===== src/rtl/link_tx_arb.sv =====
// rtl/link_tx_arb.sv - two-channel round-robin arbiter for the link transmit buffer
module link_tx_arb #(
    parameter int unsigned AW     = 11,
    parameter logic [15:0] TO_CYC = 16'd50000
) (
    input  logic          clk,
    input  logic          reset,
    input  logic          req0,
    input  logic          req1,
    output logic          gnt0,
    output logic          gnt1,
    input  logic          ch0_wren,
    input  logic          ch1_wren,
    input  logic [AW-1:0] ch0_waddr,
    input  logic [AW-1:0] ch1_waddr,
    input  logic [7:0]    ch0_wdata,
    input  logic [7:0]    ch1_wdata,
    input  logic [AW-1:0] ch0_len,
    input  logic [AW-1:0] ch1_len,
    input  logic          ch0_start,
    input  logic          ch1_start,
    input  logic          tx_done,
    output logic          tx_buf_wren,
    output logic [AW-1:0] tx_buf_waddr,
    output logic [7:0]    tx_buf_wdata,
    output logic [AW-1:0] tx_data_len,
    output logic          tx_start,
    output logic          timeout_err
);

    typedef enum logic [1:0] {
        S_IDLE  = 2'd0,
        S_GRANT = 2'd1,
        S_SEND  = 2'd2,
        S_REL   = 2'd3
    } state_t;

    state_t        state_q;
    logic          last_q;
    logic [15:0]   timer_q;
    logic [15:0]   timer_d;
    logic          timer_hit;
    logic          gnt0_q;
    logic          gnt1_q;
    logic          wren_q;
    logic [AW-1:0] waddr_q;
    logic [7:0]    wdata_q;
    logic [AW-1:0] len_q;
    logic          start_q;
    logic          to_q;

    // last_q doubles as the owner select: it is set to the granted channel on entry to GRANT
    logic          sel_req;
    logic          sel_wren;
    logic [AW-1:0] sel_waddr;
    logic [7:0]    sel_wdata;
    logic [AW-1:0] sel_len;
    logic          sel_start;

    // Route the owning channel's inputs and compute the saturating phase timer
    always_comb begin
        sel_req   = last_q ? req1      : req0;
        sel_wren  = last_q ? ch1_wren  : ch0_wren;
        sel_waddr = last_q ? ch1_waddr : ch0_waddr;
        sel_wdata = last_q ? ch1_wdata : ch0_wdata;
        sel_len   = last_q ? ch1_len   : ch0_len;
        sel_start = last_q ? ch1_start : ch0_start;
        timer_d   = (timer_q == 16'hFFFF) ? timer_q : timer_q + 16'd1;
        timer_hit = (timer_q == TO_CYC - 16'd1);
    end

    // Arbitration FSM with registered grant, buffer write, start and timeout outputs
    always_ff @(posedge clk or negedge reset) begin
        if (!reset) begin
            state_q <= S_IDLE;
            last_q  <= 1'b1;
            timer_q <= '0;
            gnt0_q  <= 1'b0;
            gnt1_q  <= 1'b0;
            wren_q  <= 1'b0;
            waddr_q <= '0;
            wdata_q <= '0;
            len_q   <= '0;
            start_q <= 1'b0;
            to_q    <= 1'b0;
        end else begin
            start_q <= 1'b0;
            to_q    <= 1'b0;
            wren_q  <= 1'b0;
            case (state_q)
                S_IDLE: begin
                    timer_q <= '0;
                    if (req0 && (!req1 || last_q)) begin
                        gnt0_q  <= 1'b1;
                        last_q  <= 1'b0;
                        state_q <= S_GRANT;
                    end else if (req1) begin
                        gnt1_q  <= 1'b1;
                        last_q  <= 1'b1;
                        state_q <= S_GRANT;
                    end
                end
                S_GRANT: begin
                    wren_q <= sel_wren;
                    if (sel_wren) begin
                        waddr_q <= sel_waddr;
                        wdata_q <= sel_wdata;
                    end
                    timer_q <= timer_d;
                    // start outranks a same-cycle request drop so the frame is still sent
                    if (sel_start && (sel_len != '0)) begin
                        len_q   <= sel_len;
                        start_q <= 1'b1;
                        timer_q <= '0;
                        state_q <= S_SEND;
                    end else if (sel_start || !sel_req) begin
                        timer_q <= '0;
                        state_q <= S_REL;
                    end else if (timer_hit) begin
                        to_q    <= 1'b1;
                        timer_q <= '0;
                        state_q <= S_REL;
                    end
                end
                S_SEND: begin
                    timer_q <= timer_d;
                    // completion outranks a coinciding timeout
                    if (tx_done) begin
                        timer_q <= '0;
                        state_q <= S_REL;
                    end else if (timer_hit) begin
                        to_q    <= 1'b1;
                        timer_q <= '0;
                        state_q <= S_REL;
                    end
                end
                S_REL: begin
                    gnt0_q  <= 1'b0;
                    gnt1_q  <= 1'b0;
                    len_q   <= '0;
                    timer_q <= '0;
                    state_q <= S_IDLE;
                end
                default: begin
                    state_q <= S_IDLE;
                end
            endcase
        end
    end

    assign gnt0         = gnt0_q;
    assign gnt1         = gnt1_q;
    assign tx_buf_wren  = wren_q;
    assign tx_buf_waddr = waddr_q;
    assign tx_buf_wdata = wdata_q;
    assign tx_data_len  = len_q;
    assign tx_start     = start_q;
    assign timeout_err  = to_q;

endmodule


===== config.mk =====
export PLATFORM = sky130hd
export DESIGN_NAME = link_tx_arb
export DESIGN_NICKNAME = d
export VERILOG_FILES = /design/src/rtl/link_tx_arb.sv
export SDC_FILE = /design/constraint.sdc
export NUM_CORES = 1
export LEC_CHECK = 0
export BUFFER_PORTS_ARGS = -buffer_cell sky130_fd_sc_hd__buf_4
export CORE_MARGIN = 10
export CORE_UTILIZATION = 50
export DETAILED_ROUTE_END_ITERATION = 8
export GPL_ROUTABILITY_DRIVEN = 0
export PLACE_DENSITY = 0.81
export SLEW_MARGIN = 20
export SYNTH_ARGS = -nofsm -noshare
export SYNTH_HDL_FRONTEND = slang
export SYNTH_SLANG_ARGS = --single-unit

===== constraint.sdc =====
create_clock -name clk -period 2.07 [get_ports clk]
set_clock_uncertainty 0.1 [all_clocks]
set_input_delay 0.5175 -clock clk [delete_from_list [all_inputs] [get_ports clk]]
set_output_delay 0.5175 -clock clk [all_outputs]
set_load 0.005 [all_outputs]

======== Yosys cells after proc, flatten, opt, wreduce, memory -nomap -nowiden ========
Cells that the tools add are included.
storage, ports and cells
  flip-flop bits (word level) ............. 54
  word-level logic and storage cells ...... 74
operators by class
  multiplexer cells ....................... 35
  equality and inequality tests ........... 10
  add/sub/neg operators ................... 1
  reductions and logical operators ........ 17
operators with widths
  kind                                                  number
  two-way mux 16 bit                                    5
  case mux 16 bit (3 select lines)                      1
  two-way mux 11 bit                                    3
  equality test 16 bit (second input constant)          2
  case mux 11 bit (2 select lines)                      1
  adder 16 x 1 -> 16 bit (second input constant)        1
  two-way mux 1 bit                                     14
  two-way mux 2 bit                                     6
  nonzero test 11 bit                                   1
  two-way mux 8 bit                                     1
  != test 2 bit (second input constant)                 4
  case mux 2 bit (4 select lines)                       1
  AND reduction 2 bit                                   4
  case mux 1 bit (2 select lines)                       3
  nonzero test 2 bit                                    3
  equality test 2 bit (second input constant)           2
  != test 3 bit (second input constant)                 1
  AND reduction 3 bit                                   1
  equality test 2 x 1 -> 1 bit (second input constant)  1
  logical AND 1 bit                                     2
  zero test 1 bit                                       2
  zero test 2 bit                                       1
  logical OR 1 bit                                      2
  OR reduction 2 bit                                    1

======== Logic depth before layout (Yosys ltp) ========
  depth after elaboration ................. 6
  gate-level depth with buffers ........... 7
  mapped depth without buffers ............ 6

======== Least setup slack after synthesis ========
No wires, ideal clock.
  kind .................................... flip-flop to flip-flop
  start ................................... register last_q
  end ..................................... register len_q[0] (netlist: tx_data_len[0])
  path buffers ............................ 1
  stages on the path, launching flop included .. 6
  data arrival time ....................... 1.707 ns
  setup slack ............................. 0.179 ns
  setup time .............................. 0.084 ns
  path through ............................ dfstp_2 -> buf_4 -> mux2i_1 -> nand4_1 -> a32oi_4 -> o2bb2ai_1
between the ends
  cells in the longest elaborated chain, start to end .. 5
  elaborated cells on any way between the ends .. 8
  those cells by class .................... 1 x eq/ne; 4 x mux; 3 x reduce/logical
RTL lines
  element                        RTL line  source
  start, declared                39        logic last_q;
  start signal, assigned         76        last_q <= 1'b1;
  start signal, assigned         95        last_q <= 1'b0;
  start signal, assigned         99        last_q <= 1'b1;
  two-way mux 11 bit             66        sel_len = last_q ? ch1_len : ch0_len;
  nonzero test 11 bit            111       if (sel_start && (sel_len != '0)) begin
  logical AND 1 bit              111
  != test 2 bit (no line)        n/a
  AND reduction 2 bit (no line)  n/a
  end signal, assigned           112       len_q <= sel_len;
  end, declared                  48        logic [AW-1:0] len_q;
Several ways; a longest one is shown, not always the timed one. The select of a mux whose other input is x is not followed.
A chain may end at the register's enable or synchronous reset.

======== Worst setup path after layout ========
  start ................................... register last_q
  end ..................................... register len_q[3] (netlist: tx_data_len[3])
The elaborated chain is that of the path after synthesis.

==> metrics.txt <==
Top Ports roughly 100; failing checks negative setup slack; status complete, but fails checks; fin crit period 2090 ps; Post-Synthesis Cell Area 0.002865 mm²; Clock Sinks 54; Post-DRT Antenna Nets 0; Tcrit/Tclk final 100.9%; top cell type by total area after synthesis dfrtp_1; Worst-Margin Slew around 670 ps; post-route cell area ~0.004 mm²; Initial Util between 50% and 60%; Setup TNS -19.64 ps; Post-route DRC 0; CP startpoint last_q$_DFFE_PN1P_; async set-or-reset flop fraction in the synthesized netlist 100.0%; final worst-path setup slack -19.64 ps; Worst Setup Path Type reg -> reg; Max Slew Vio Count 0; top cells by area, synth dfrtp_1, mux2i_1, o21ai_0; # setup viols final 1; share of cells above drive strength 1 between 30% and 40%; TritonCTS buffer count 5; clk slew on worst S/H paths roughly 90 ps; fin cells 469; vias per inst 5.608; Synth-to-Final Area Change 38.30%; Reg2Reg Setup Slack -20 ps; required time of the critical path 2200 ps; via count about 2600; Seq/Total Area, Yosys 47.21%; Max Freq roughly 480 MHz; type of the worst min-delay path in -> async; placed wire-length estimate 6283 µm; reg2reg end tx_data_len[3]$_DFFE_PN0P_; GRT Resource Usage Total 17.21%; Core ar. around 0.0055 mm²; ant diodes 0; GRT overflow 0; Die H ~96 µm; Die Wd between 90 and 100 µm; Worst Setup Start Kind flop; Primary FF master, synth dfrtp_1; Pre-antenna DRT Iters 4; Slew headroom 55.54%; RSZ-0062 raised after global routing true; Mapped Cells between 200 and 300; first-pass GRT wire length between 10000 and 15000 µm; Yosys reg bits between 50 and 60; DP Worst Slack -97.35 ps; # fillers between 300 and 400; First DRT Iteration DRCs roughly 200; initial antenna violation count 0; H-tree depth 2; Synth Area per Inst between 10 and 15 µm²; Worst VDD drop 666.4 µV; clk_lat worst skew 310 ps; Max clock buf depth 2; library cells used by synthesis between 40 and 50; static leakage ~1.9 nW; TritonCTS clock tree yes; Synthesized Nets about 350; yosys warns 0; max_cap viols 0; Power per Cell Area ~1100 mW/mm²; number of synthesized flops with an enable pin 0; Register Area between 0.001 and 0.0015 mm²; count leader, synth dfrtp_1; DR WL/cell roughly 18 µm; die area approximately 0.0092 mm²; final core utilization 71.52%; Worst setup EP type flop; # hold bufs at CTS 0; vias in the first global route about 2600; CTS Root Cell clkbuf_8; Critical Path AT roughly 2200 ps; Cell Area, Placed between 0.003 and 0.004 mm²; reg-to-reg startpoint last_q$_DFFE_PN1P_; Placed Instances 459; WL final between 8000 and 9000 µm; final hold violations 0; top cells by count, synth dfrtp_1, mux2i_1, nand2_1, o21ai_0; largest net degree at the start of global routing 55; crit-path max FO 22; IO buf count 103; Rows 27; Critical Path Sink tx_data_len[3]$_DFFE_PN0P_; fin nets 471; reg2reg path depth 5; Synth top area share about 46%; Multi-input gate area 0.001463 mm²
-- registers in the layout, indices dropped and copies added, names as in the netlist --
register and flops:
tx_buf_wdata 8, gnt1 1, tx_start 1, state_q 2
gnt0 1, tx_data_len 11, tx_buf_wren 1, last_q 1
timeout_err 1, tx_buf_waddr 11, timer_q 16
-- cell families (layout without fill, tap and decap cells) --
group | count (synthesis) | count (layout) | synth area share [%]
multiplexers | 37 | 37 | 13.01
AO/OA/AOI/OAI | 67 | 68 | 15.94
buffers and inverters | 21 | 139 | 3.231
XOR/XNOR | 2 | 2 | 0.6115
adder cells (fa/ha/maj) | 5 | 5 | 2.183
AND/OR/NAND/NOR | 92 | 92 | 17.82
flip-flops | 54 | 54 | 47.21
-- repair_timing --
action,CTS,global route
pin swaps,0,4
gates cloned,0,1
setup endpoints to repair,10,10
gates resized for setup,2,4
hold endpoints to repair,0,0
setup buffers,0,2
-- critical path, cell delays in order, from the launching register on --
cell and delay, ps:
dfstp_2 590, buf_6 260, mux2i_2 400, nor2_4 100, a32oi_2 390, o2bb2ai_1 170
-- worst min-delay path by stage --
stage,from,cells past startpoint,endpoint,slack (ps)
finish,reset,1,tx_data_len[5]$_DFFE_PN0P_,140
global route,reset,1,tx_data_len[3]$_DFFE_PN0P_,190
CTS,reset,1,timer_q[8]$_DFF_PN0_,170
detailed placement,tx_buf_waddr[3]$_DFFE_PN0P_,2,tx_buf_waddr[3]$_DFFE_PN0P_,370
global placement,tx_buf_waddr[9]$_DFFE_PN0P_,2,tx_buf_waddr[9]$_DFFE_PN0P_,360
floorplan,reset,0,gnt0$_DFFE_PN0P_,120
-- cell usage in the layout (no fill, tap or decap), drive strengths merged, types with 2 or more instances in the layout --
cell type / instances
o21ai: 28
buf: 123
nand4: 10
a31oi: 4
nor2: 12
clkinvlp: 2
a21oi: 12
or4: 5
dfrtp: 53
inv: 9
o2bb2ai: 11
ha: 5
mux2i: 35
nor3: 7
o31ai: 4
nor4: 8
or3: 5
nand3: 6
a32oi: 2
clkbuf: 5
mux2: 2
a2bb2oi: 2
nand2: 28
nand2b: 2
and4: 2
-- report_power, final --
part	switching, mW	internal (mW)	leakage (nW)
registers	0.194	1.38	0.702
logic	1.00	1.08	1.14
clock network	0.345	0.232	0.0362
-- stage by stage --
stage	hold WS [ps]	power [mW]
CTS	168.1	4.192
detailed placement	373.1	3.615
floorplan	121.9	2.708
global route	186.3	4.545
finish	137.1	4.229
global placement	362.0	3.551
-- routing by layer --
| layer | global-route usage [%] | vias up | share of wire, % |
|---|---|---|---|
| met3 | 3.658 | 11 | 7.3 |
| met4 | 4.177 | 0 | 1.5 |
| met2 | 31.94 | 99 | 53 |
| met1 | 19.58 | 1245 | 38 |
| met5 | 0 | - | 0 |
| li1 | - | 1275 | - |
-- layout make-up --
cell class | count | share of cell area [%]
Clock inverter | 2 | 0.3789
Sequential cell | 54 | 34.13
Clock buffer | 5 | 1.737
Multi-Input combinational cell | 204 | 36.91
Tap cell | 72 | 2.273
Inverter | 9 | 0.8525
Timing Repair Buffer | 123 | 23.71
No activity file was read; power rests on OpenSTA's default activity.
